===== config.mk =====
export PLATFORM = sky130hd
export DESIGN_NAME = prime_buffer
export DESIGN_NICKNAME = d
export VERILOG_FILES = /design/src/rtl/prime_buffer.sv
export SDC_FILE = /design/constraint.sdc
export NUM_CORES = 1
export LEC_CHECK = 0
export BUFFER_PORTS_ARGS = -buffer_cell sky130_fd_sc_hd__buf_2
export CORE_ASPECT_RATIO = 0.6
export CORE_UTILIZATION = 40
export CTS_CLUSTER_DIAMETER = 40
export DETAILED_ROUTE_END_ITERATION = 12
export MAX_ROUTING_LAYER = met4
export PLACE_DENSITY = 0.62
export REMOVE_ABC_BUFFERS = 1
export SYNTH_ARGS = -nofsm -noshare
export SYNTH_HDL_FRONTEND = slang
export SYNTH_SLANG_ARGS = --single-unit
export TNS_END_PERCENT = 100

===== constraint.sdc =====
create_clock -name clk -period 2.9 [get_ports clk]
set_input_delay 0.87 -clock clk [delete_from_list [all_inputs] [get_ports clk]]
set_output_delay 0.87 -clock clk [all_outputs]
set_load 0.01 [all_outputs]

===== src/rtl/prime_buffer.sv =====
`default_nettype none
// ============================================================================
// Module      : prime_buffer
// Description : Prefetch FIFO in front of primegen. Requests a new prime
//               whenever a slot is free, stores results in a circular buffer
//               exposed as a valid/ready stream, and raises a sticky error on
//               generator faults or non-increasing results.
// Revision    : 1.0 - initial release
// ============================================================================
module prime_buffer #(
  parameter int WIDTH_LOG = 4,
  parameter int DEPTH_LOG = 2
) (
  input  logic                      clk,
  input  logic                      rst_n,
  output logic                      gen_go,
  input  logic                      gen_ready,
  input  logic                      gen_error,
  input  logic [(1<<WIDTH_LOG)-1:0] gen_res,
  output logic                      out_valid,
  input  logic                      out_ready,
  output logic [(1<<WIDTH_LOG)-1:0] out_data,
  output logic                      out_error,
  output logic [DEPTH_LOG:0]        count
);

  localparam int WIDTH = 1 << WIDTH_LOG;
  localparam int DEPTH = 1 << DEPTH_LOG;
  localparam logic [DEPTH_LOG:0] C_DEPTH = (DEPTH_LOG+1)'(DEPTH);
  localparam logic [DEPTH_LOG-1:0] C_PTR_ONE = DEPTH_LOG'(1);

  typedef enum logic [1:0] {
    ISSUE     = 2'd0,
    WAIT_BUSY = 2'd1,
    WAIT_DONE = 2'd2,
    HALT      = 2'd3
  } state_t;

  state_t                 r_state;
  state_t                 w_state_nxt;
  logic                   r_gen_go;
  logic                   w_go_nxt;
  logic                   w_push;
  logic                   w_pop;
  logic                   w_err_set;
  logic [DEPTH_LOG:0]     w_count_after_pop;
  logic [WIDTH-1:0]       r_last;
  logic                   r_have_last;
  logic                   r_error;
  logic [WIDTH-1:0]       r_mem [DEPTH];
  logic [DEPTH_LOG-1:0]   r_wr_ptr;
  logic [DEPTH_LOG-1:0]   r_rd_ptr;
  logic [DEPTH_LOG:0]     r_count;

  // Pop handshake; the free-slot test uses occupancy after this cycle's pop.
  assign w_pop             = (r_count != '0) && out_ready;
  assign w_count_after_pop = r_count - (DEPTH_LOG+1)'(w_pop);

  // Request FSM: next state, go request, push and fault detection.
  always_comb begin
    w_state_nxt = r_state;
    w_go_nxt    = 1'b0;
    w_push      = 1'b0;
    w_err_set   = 1'b0;
    case (r_state)
      ISSUE: begin
        if (gen_ready && (w_count_after_pop < C_DEPTH)) begin
          w_go_nxt    = 1'b1;
          w_state_nxt = WAIT_BUSY;
        end
      end
      // The generator keeps ready high for a couple of edges after go;
      // waiting for it to fall keeps a stale ready from looking like a result.
      WAIT_BUSY: begin
        if (!gen_ready) begin
          w_state_nxt = WAIT_DONE;
        end
      end
      WAIT_DONE: begin
        if (gen_ready) begin
          if (gen_error) begin
            w_err_set   = 1'b1;
            w_state_nxt = HALT;
          end else if (r_have_last && (gen_res <= r_last)) begin
            // Non-increasing result means the generator wrapped its width.
            w_err_set   = 1'b1;
            w_state_nxt = HALT;
          end else begin
            w_push      = 1'b1;
            w_state_nxt = ISSUE;
          end
        end
      end
      HALT: begin
        w_state_nxt = HALT;
      end
      default: begin
        w_state_nxt = ISSUE;
      end
    endcase
  end

  // FSM state, registered go pulse, last-pushed value and sticky error.
  always_ff @(posedge clk or negedge rst_n) begin
    if (!rst_n) begin
      r_state     <= ISSUE;
      r_gen_go    <= 1'b0;
      r_last      <= '0;
      r_have_last <= 1'b0;
      r_error     <= 1'b0;
    end else begin
      r_state  <= w_state_nxt;
      r_gen_go <= w_go_nxt;
      if (w_push) begin
        r_last      <= gen_res;
        r_have_last <= 1'b1;
      end
      if (w_err_set) begin
        r_error <= 1'b1;
      end
    end
  end

  // FIFO pointers and occupancy; simultaneous push and pop leave count alone.
  always_ff @(posedge clk or negedge rst_n) begin
    if (!rst_n) begin
      r_wr_ptr <= '0;
      r_rd_ptr <= '0;
      r_count  <= '0;
    end else begin
      if (w_push) begin
        r_wr_ptr <= r_wr_ptr + C_PTR_ONE;
      end
      if (w_pop) begin
        r_rd_ptr <= r_rd_ptr + C_PTR_ONE;
      end
      if (w_push && !w_pop) begin
        r_count <= r_count + (DEPTH_LOG+1)'(1);
      end else if (!w_push && w_pop) begin
        r_count <= r_count - (DEPTH_LOG+1)'(1);
      end
    end
  end

  // Storage array; contents are masked on the output while empty.
  always_ff @(posedge clk) begin
    if (w_push) begin
      r_mem[r_wr_ptr] <= gen_res;
    end
  end

  assign gen_go    = r_gen_go;
  assign out_valid = (r_count != '0);
  assign out_data  = (r_count != '0) ? r_mem[r_rd_ptr] : '0;
  assign out_error = r_error;
  assign count     = r_count;

endmodule
`default_nettype wire

==> impl_metrics.json, run 1 <==
{
  "outcome": "finished, violations left",
  "die-area_sq_mm": 0.0107,
  "crit_path_max_incr_delay_ns": 0.42,
  "p_total_mw": 4.67,
  "clk-insertion-delay-late_ns": 0.34,
  "ys.flop_type": "edfxtp_1",
  "period_minus_slack_ns": 2.91,
  "numCtsBuffers": 9,
  "die_w_microns": 133,
  "path_class": "input port to flop",
  "antenna_left": 0,
  "hp-class": "flop to flop",
  "ys_ff_latch": 92,
  "tightestPinTransition_ns": 0.718,
  "core_area_sq_mm": 0.00991,
  "cts.sinks": 92,
  "drt-initial-drc-count": 92,
  "slew_viol_final": 0,
  "fmax_mhz": 343,
  "finClkSkew_ns": 0.0106,
  "grt_pass1_wl_mm": 13.6,
  "pwr-share-comb_pct": 38.6,
  "track_usage_pct": 18.5,
  "clkPwrFrac_pct": 24.1,
  "cts_tree": "built",
  "fin_ws_ns": -0.0120,
  "synth_cell_types": 41,
  "p_leak_nw": 2.10,
  "clk_path_buf_depth": 2,
  "async_flop_share_pct": 30.4,
  "synthToLayoutAreaGrowth_pct": 27.3,
  "cp_slowest_cell": "fa_2",
  "grt_pass1_vias": 2427,
  "cts_root_buf": "clkbuf_16",
  "cpMostUsedCell": "inv_2",
  "multi_input_area_sq_mm": 0.00155,
  "ys_seq_area_share_pct": 63.7,
  "synth_area_sq_mm": 0.00412,
  "finalCritPeriodShare_pct": 100,
  "critical_path.cell_chain": "buf_2 > ha_1 > nand2_4 > nor4_4 > buf_4 > a41o_1 > a31oi_4 > nand3_4 > inv_2 > ha_4 > inv_2 > fa_2 > mux2_4",
  "drc_errors": 0,
  "wirelength_mm": 8.33,
  "critPathMaxFanout": 6,
  "synthCells": 254,
  "fillerInstances": 837,
  "ctsHoldBuffers": 0,
  "vias": 2283,
  "layout-drive-gt1-share_pct": 42.4,
  "antenna_found_initial": 0,
  "layout.cells.non_filler": 472,
  "synth_edf_count": 64,
  "nets": 375,
  "viasPerCell": 4.84,
  "worstSetupStartpointType": "input port",
  "p_per_area_mw_per_mm2": 891,
  "gr-total-overflow": 0,
  "drv_cap": 0,
  "drt_pass1_iterations": 4,
  "start_util_pct": 41.5,
  "setup-violations-final": 1,
  "ir_drop_mv": 0.449,
  "pin_count": 43,
  "max_slew_margin_pct": 52.1,
  "yosysWarnings": 0,
  "place_inst": 453,
  "post_drt_wl_per_cell_microns": 17.6,
  "final-seq-area_sq_mm": 0.00262,
  "port_buffers": 42,
  "swShare_pct": 31.1,
  "rsz0062_at_grt": "true",
  "cp-end-kind": "flop",
  "hold_viol": 0,
  "cts_max_level": 3,
  "clk_pin_slew_ns": 0.07,
  "hpwl_mm": 5.56,
  "fin_util_pct": 52.9,
  "num_rows": 28,
  "diodes": 0,
  "gp_congestion": 0.776,
  "chipHeight_microns": 80.6,
  "switchingPower_mw": 1.45,
  "seqPwrFrac_pct": 37.2,
  "grt_max_degree": 29,
  "worstPathArrival_ns": 3.14,
  "violations": "negative setup slack",
  "synth.avg_cell_area_sq_um": 16.2,
  "p_int_mw": 3.22,
  "crit_required_ns": 3.13
}
layer usage:
metal / up-vias / wire length, microns / GRT usage, %
met4: 0 / 49 / 6.55
met1: 1151 / 4370 / 25.4
met3: 4 / 256 / 4.42
met2: 39 / 3660 / 26.7
met5: - / 0 / -
li1: 1089 / - / -
cell usage after synthesis (all sizes together), types with 2 or more instances:
master | count | area, sq um
a211oi | 2 | 15.0
a21oi | 7 | 35.0
a31oi | 2 | 27.5
and2 | 16 | 100
buf | 5 | 36.3
clkbuf | 4 | 15.0
dfrtp | 28 | 701
edfxtp | 64 | 1920
ha | 21 | 263
inv | 26 | 97.6
mux2 | 18 | 240
mux4 | 16 | 360
nand2 | 10 | 37.5
nand2b | 2 | 12.5
nand3 | 2 | 22.5
nand4 | 2 | 18.8
nor2 | 6 | 22.5
nor2b | 2 | 12.5
nor3 | 3 | 15.0
o21ai | 2 | 10.0
xnor2 | 4 | 35.0
xor2 | 2 | 17.5
state kept, by name, summed over array words and instances, names as in the netlist:
name,count
count,3
gen_go,1
r_rd_ptr,2
r_have_last,1
r_last,16
out_error,1
r_state,2
r_wr_ptr,2
r_mem,64
worst max-delay path: cells and delay by family:
| family | cells | cell delay, ns |
|---|---|---|
| compound gates | 2 | 0.25 |
| fa+ha+maj | 3 | 0.90 |
| buf+inv | 4 | 0.40 |
| mux | 1 | 0.27 |
| simple gates | 3 | 0.47 |
through the flow:
step	worst slack (ns)	hold slack, ns	TNS [ns]	cell area (sq um)
after detailed placement	-0.594	0.465	-37.36	4680
after CTS	-0.0338	0.480	-0.0338	5170
after floorplan	-0.594	0.451	-39.10	4070
after global routing	-0.178	0.505	-3.86	5240
final	-0.0120	0.476	-0.0120	5240
after global placement	-0.523	0.466	-33.38	4680
path summary, 6_finish.rpt:
check | from | depth (start not counted) | slack (ns) | endpoint
setup reg to reg | r_last[13] | 13 | 0.19 | count[1]
max in group asynchronous | rst_n | 1 | 1.86 | r_last[9]
min in group asynchronous | rst_n | 1 | 0.58 | r_rd_ptr[0]
hold / removal | out_error | 1 | 0.48 | out_error
hold reg to reg | out_error | 1 | 0.48 | out_error
setup / recovery | gen_res[10] | 13 | -0.01 | count[1]
layout by cell type, fill, tap and decap left out, types with 8 or more instances in the layout:
| master | synthesis | routed |
|---|---|---|
| and2_1 | 16 | 16 |
| buf_6 | 2 | 8 |
| clkbuf_16 | 0 | 9 |
| buf_4 | 0 | 33 |
| inv_1 | 25 | 24 |
| ha_4 | 0 | 11 |
| edfxtp_1 | 64 | 64 |
| mux2_4 | 10 | 11 |
| mux4_2 | 16 | 16 |
| buf_2 | 2 | 34 |
| dfrtp_1 | 28 | 28 |
| ha_1 | 21 | 10 |
| nand2_1 | 10 | 8 |
power by group through the flow:
stage	combinational (mW)	clock (mW)	sequential, mW
3_5_place_dp	1.59	0	1.76
6_report	1.81	1.13	1.74
2_1_floorplan	0.960	0	1.82
5_1_grt	2.00	1.21	1.76
3_3_place_gp	1.57	0	1.75
4_1_cts	1.77	1.16	1.74
cell families after synthesis:
group	synth area share [%]
compound gates	3.49
xor+xnor	1.28
fa+ha+maj	6.87
buf+inv	3.62
flops	63.7
mux	14.6
simple gates	6.47
cell type report:
class / count / area share (%)
Tap cell: 135 / 3.22
Sequential cell: 92 / 50.0
Clock inverter: 5 / 0.979
Multi-Input combinational cell: 127 / 29.5
Timing Repair Buffer: 76 / 9.98
Inverter: 26 / 1.86
Clock buffer: 11 / 4.44
timing repair:
action | 4_1_cts | 5_1_grt
gates resized for setup | 33 | 14
pin swaps | 11 | 2
buffers inserted | 0 | 3
endpoints found under the setup margin | 66 | 73
No activity file was read; power rests on OpenSTA's default activity.
==> run 2: changes to the inputs <==
--- a/config.mk
+++ b/config.mk
@@ -5,8 +5,10 @@
 export SDC_FILE = /design/constraint.sdc
 export NUM_CORES = 1
 export LEC_CHECK = 0
+export ABC_AREA = 1
 export BUFFER_PORTS_ARGS = -buffer_cell sky130_fd_sc_hd__buf_2
 export CORE_ASPECT_RATIO = 0.6
+export CORE_MARGIN = 2
 export CORE_UTILIZATION = 40
 export CTS_CLUSTER_DIAMETER = 40
 export DETAILED_ROUTE_END_ITERATION = 12
==> run 2 against run 1 <==
Compared with the run above:
- the run now ends clean
- cell area down 1.8%
- sequential share of layout area up 0.92 points
- sequential cell count unchanged
- area after synthesis up 3.7%
- via count up 33%
- largest power group unchanged
- combinational power down 3%
==> impl_metrics.json, run 2 <==
{
  "outcome": "complete, no violations",
  "hold_viol": 0,
  "cts.sinks": 92,
  "netlist_top_cells_count": "nor2_1 (74), edfxtp_1 (64), nand2_1 (63)",
  "finalCritPeriodShare_pct": 94.4,
  "clk_pin_slew_ns": 0.06,
  "cpMostUsedCell": "nand2_1",
  "gp_congestion": 0.777,
  "critPathTopFamily": "adder cells",
  "critical_path.cell_chain": "buf_2 > ha_1 > nand2_1 > nor2_1 > nor2_2 > nand2_1 > nand2_1 > nand2_1 > nand2_2 > nand2_2 > nand4_4 > inv_1 > ha_1 > inv_1 > fa_2 > a21oi_2 > o21ai_1 > xnor2_1",
  "synth_most_common_cell": "nor2_1",
  "ys_ff_latch": 92,
  "post_drt_wl_per_cell_microns": 15.8,
  "vias": 3035,
  "wirelength_mm": 9.89,
  "clk-insertion-delay-late_ns": 0.35,
  "cts_tree": "built",
  "synth_cell_types": 28,
  "synthToLayoutAreaGrowth_pct": 20.6,
  "rsz0062_at_grt": "true",
  "final_common_cell": "nor2_1",
  "period_minus_slack_ns": 2.74,
  "place_worst_setup_slack_ns": -0.288,
  "p_per_area_mw_per_mm2": 894,
  "core_area_sq_mm": 0.0105,
  "drt-initial-drc-count": 171,
  "max_slew_margin_pct": 55.7,
  "path_class": "input port to flop",
  "antenna_left": 0,
  "pin_count": 43,
  "die_w_microns": 137,
  "cp-end-kind": "flop",
  "drt_pass1_iterations": 4,
  "slew_viol_final": 0,
  "chipHeight_microns": 84.0,
  "cp_slowest_cell": "fa_2",
  "grt_max_degree": 33,
  "numCtsBuffers": 9,
  "largest_reg_flops": 64,
  "ys_seq_area_share_pct": 61.4,
  "synth_edf_count": 64,
  "num_rows": 29,
  "port_buffers": 42,
  "drv_cap": 0,
  "yosysTopAreaCell": "edfxtp_1",
  "cts_setup_buffers": 0,
  "fillerInstances": 977,
  "crit_buf_inv": 3,
  "layout-drive-gt1-share_pct": 21.9,
  "grt_pass1_vias": 2947,
  "start_util_pct": 40.7,
  "worstSetupStartpointType": "input port",
  "final_cell_mix": "nor2_1 (73), edfxtp_1 (64), nand2_1 (63)",
  "synthCells": 411,
  "critPathMaxFanout": 2,
  "hp-class": "flop to flop",
  "clk_path_buf_depth": 2,
  "setup-violations-final": 0,
  "nets": 523,
  "synth_area_leaders": "edfxtp_1 (45%), dfrtp_1 (16%), nor2_1 (6.5%)",
  "async_flop_share_pct": 30.4,
  "antenna_found_initial": 0,
  "p_total_mw": 4.60,
  "gr-total-overflow": 0,
  "drc_errors": 0,
  "fin_ws_ns": 0.163,
  "die-area_sq_mm": 0.0115,
  "synth_area_sq_mm": 0.00427,
  "tightestPinTransition_ns": 0.664,
  "globalRouteMet1Util_pct": 27.8,
  "worstPathArrival_ns": 2.97,
  "p_leak_nw": 2.20,
  "hpwl_mm": 6.54,
  "crit_required_ns": 3.13,
  "grt_pass1_wl_mm": 15.7,
  "diodes": 0,
  "use_met3_pct": 5.77,
  "track_usage_pct": 18.9,
  "viasPerCell": 4.86,
  "finClkSkew_ns": 0.00819,
  "layout.cells.non_filler": 624,
  "reg2reg_slack_ns": 0.43,
  "crit_path_max_incr_delay_ns": 0.35,
  "cts_root_buf": "clkbuf_16",
  "fmax_mhz": 365,
  "regMostFlops": "r_mem",
  "ys.flop_type": "edfxtp_1",
  "fin_util_pct": 49.1,
  "yosysWarnings": 0,
  "synth_top_area_share_pct": 45.0,
  "place_inst": 608,
  "gr-max-usage-layer": "met1",
  "fin_area_sq_mm": 0.00515,
  "placed_area_sq_mm": 0.00483,
  "synth.avg_cell_area_sq_um": 10.4,
  "cts_max_level": 3,
  "grt_use_met2_pct": 25.1,
  "ir_drop_mv": 0.406
}
run 2: changes by cell type after synthesis, sizes merged, moves of 16 or more:
cell	previous run	this run
mux4	16	0
nand2	10	66
a21oi	7	27
nand4	2	20
and2	16	0
mux2	18	0
o21ai	2	34
nor2	6	77
inv	26	42
run 2: tightest hold or removal path: cells and delay by family, from the launching register on:
kind             cells  cell delay (ns)
flip-flops           1             0.34
AND/OR/NAND/NOR      2             0.11
run 2: final timing paths:
path	start	depth (start not counted)	endpoint
min reg2reg	r_last[7]	2	r_last[7]
max reg2reg	r_last[15]	16	count[2]
max	gen_res[7]	18	count[2]
min	r_last[7]	2	r_last[7]
min in group asynchronous	rst_n	1	r_state[1]
max in group asynchronous	rst_n	1	r_last[2]
run 2: layer usage:
layer | share of wire [%] | vias to the layer above
met5 | 0 | -
met4 | 1.1 | 0
met3 | 5.8 | 10
met2 | 42 | 58
met1 | 51 | 1454
li1 | - | 1513
run 2: report_power, final:
group	switching [mW]	internal [mW]	total (mW)	leakage, nW
clock	0.502	0.671	1.17	0.144
combinational	1.06	0.683	1.75	1.13
sequential	0.116	1.57	1.68	0.922
run 2: through the flow:
step	hold WS (ns)	setup TNS (ns)
global placement	0.462	-6.93
floorplan	0.449	-8.25
CTS	0.483	0
global route	0.509	-0.110
finish	0.481	0
detailed placement	0.465	-6.39
run 2: final cells by class:
type                    count  area [sq um]  share of cell area [%]
well taps                 139           174                    3.38
clock inverters             7          72.6                    1.41
multi-input cells         257          1380                    26.8
repair buffers             77           510                    9.92
flip-flops and latches     92          2620                    50.9
clock buffers               9           225                    4.38
inverters                  43           161                    3.14
run 2: cells by family after synthesis:
family,synth area share [%]
DFF,61.4
buffers and inverters,6.62
and+or+nand+nor,16.9
xor gates and xnor gates,0.821
AOI/OAI and AO/OA,7.59
adders and majority gates,6.62
run 2: what timing repair did:
item | CTS | global route
setup endpoints to repair | 0 | 2
hold buffers | 0 | 0
resized for setup | 0 | 7
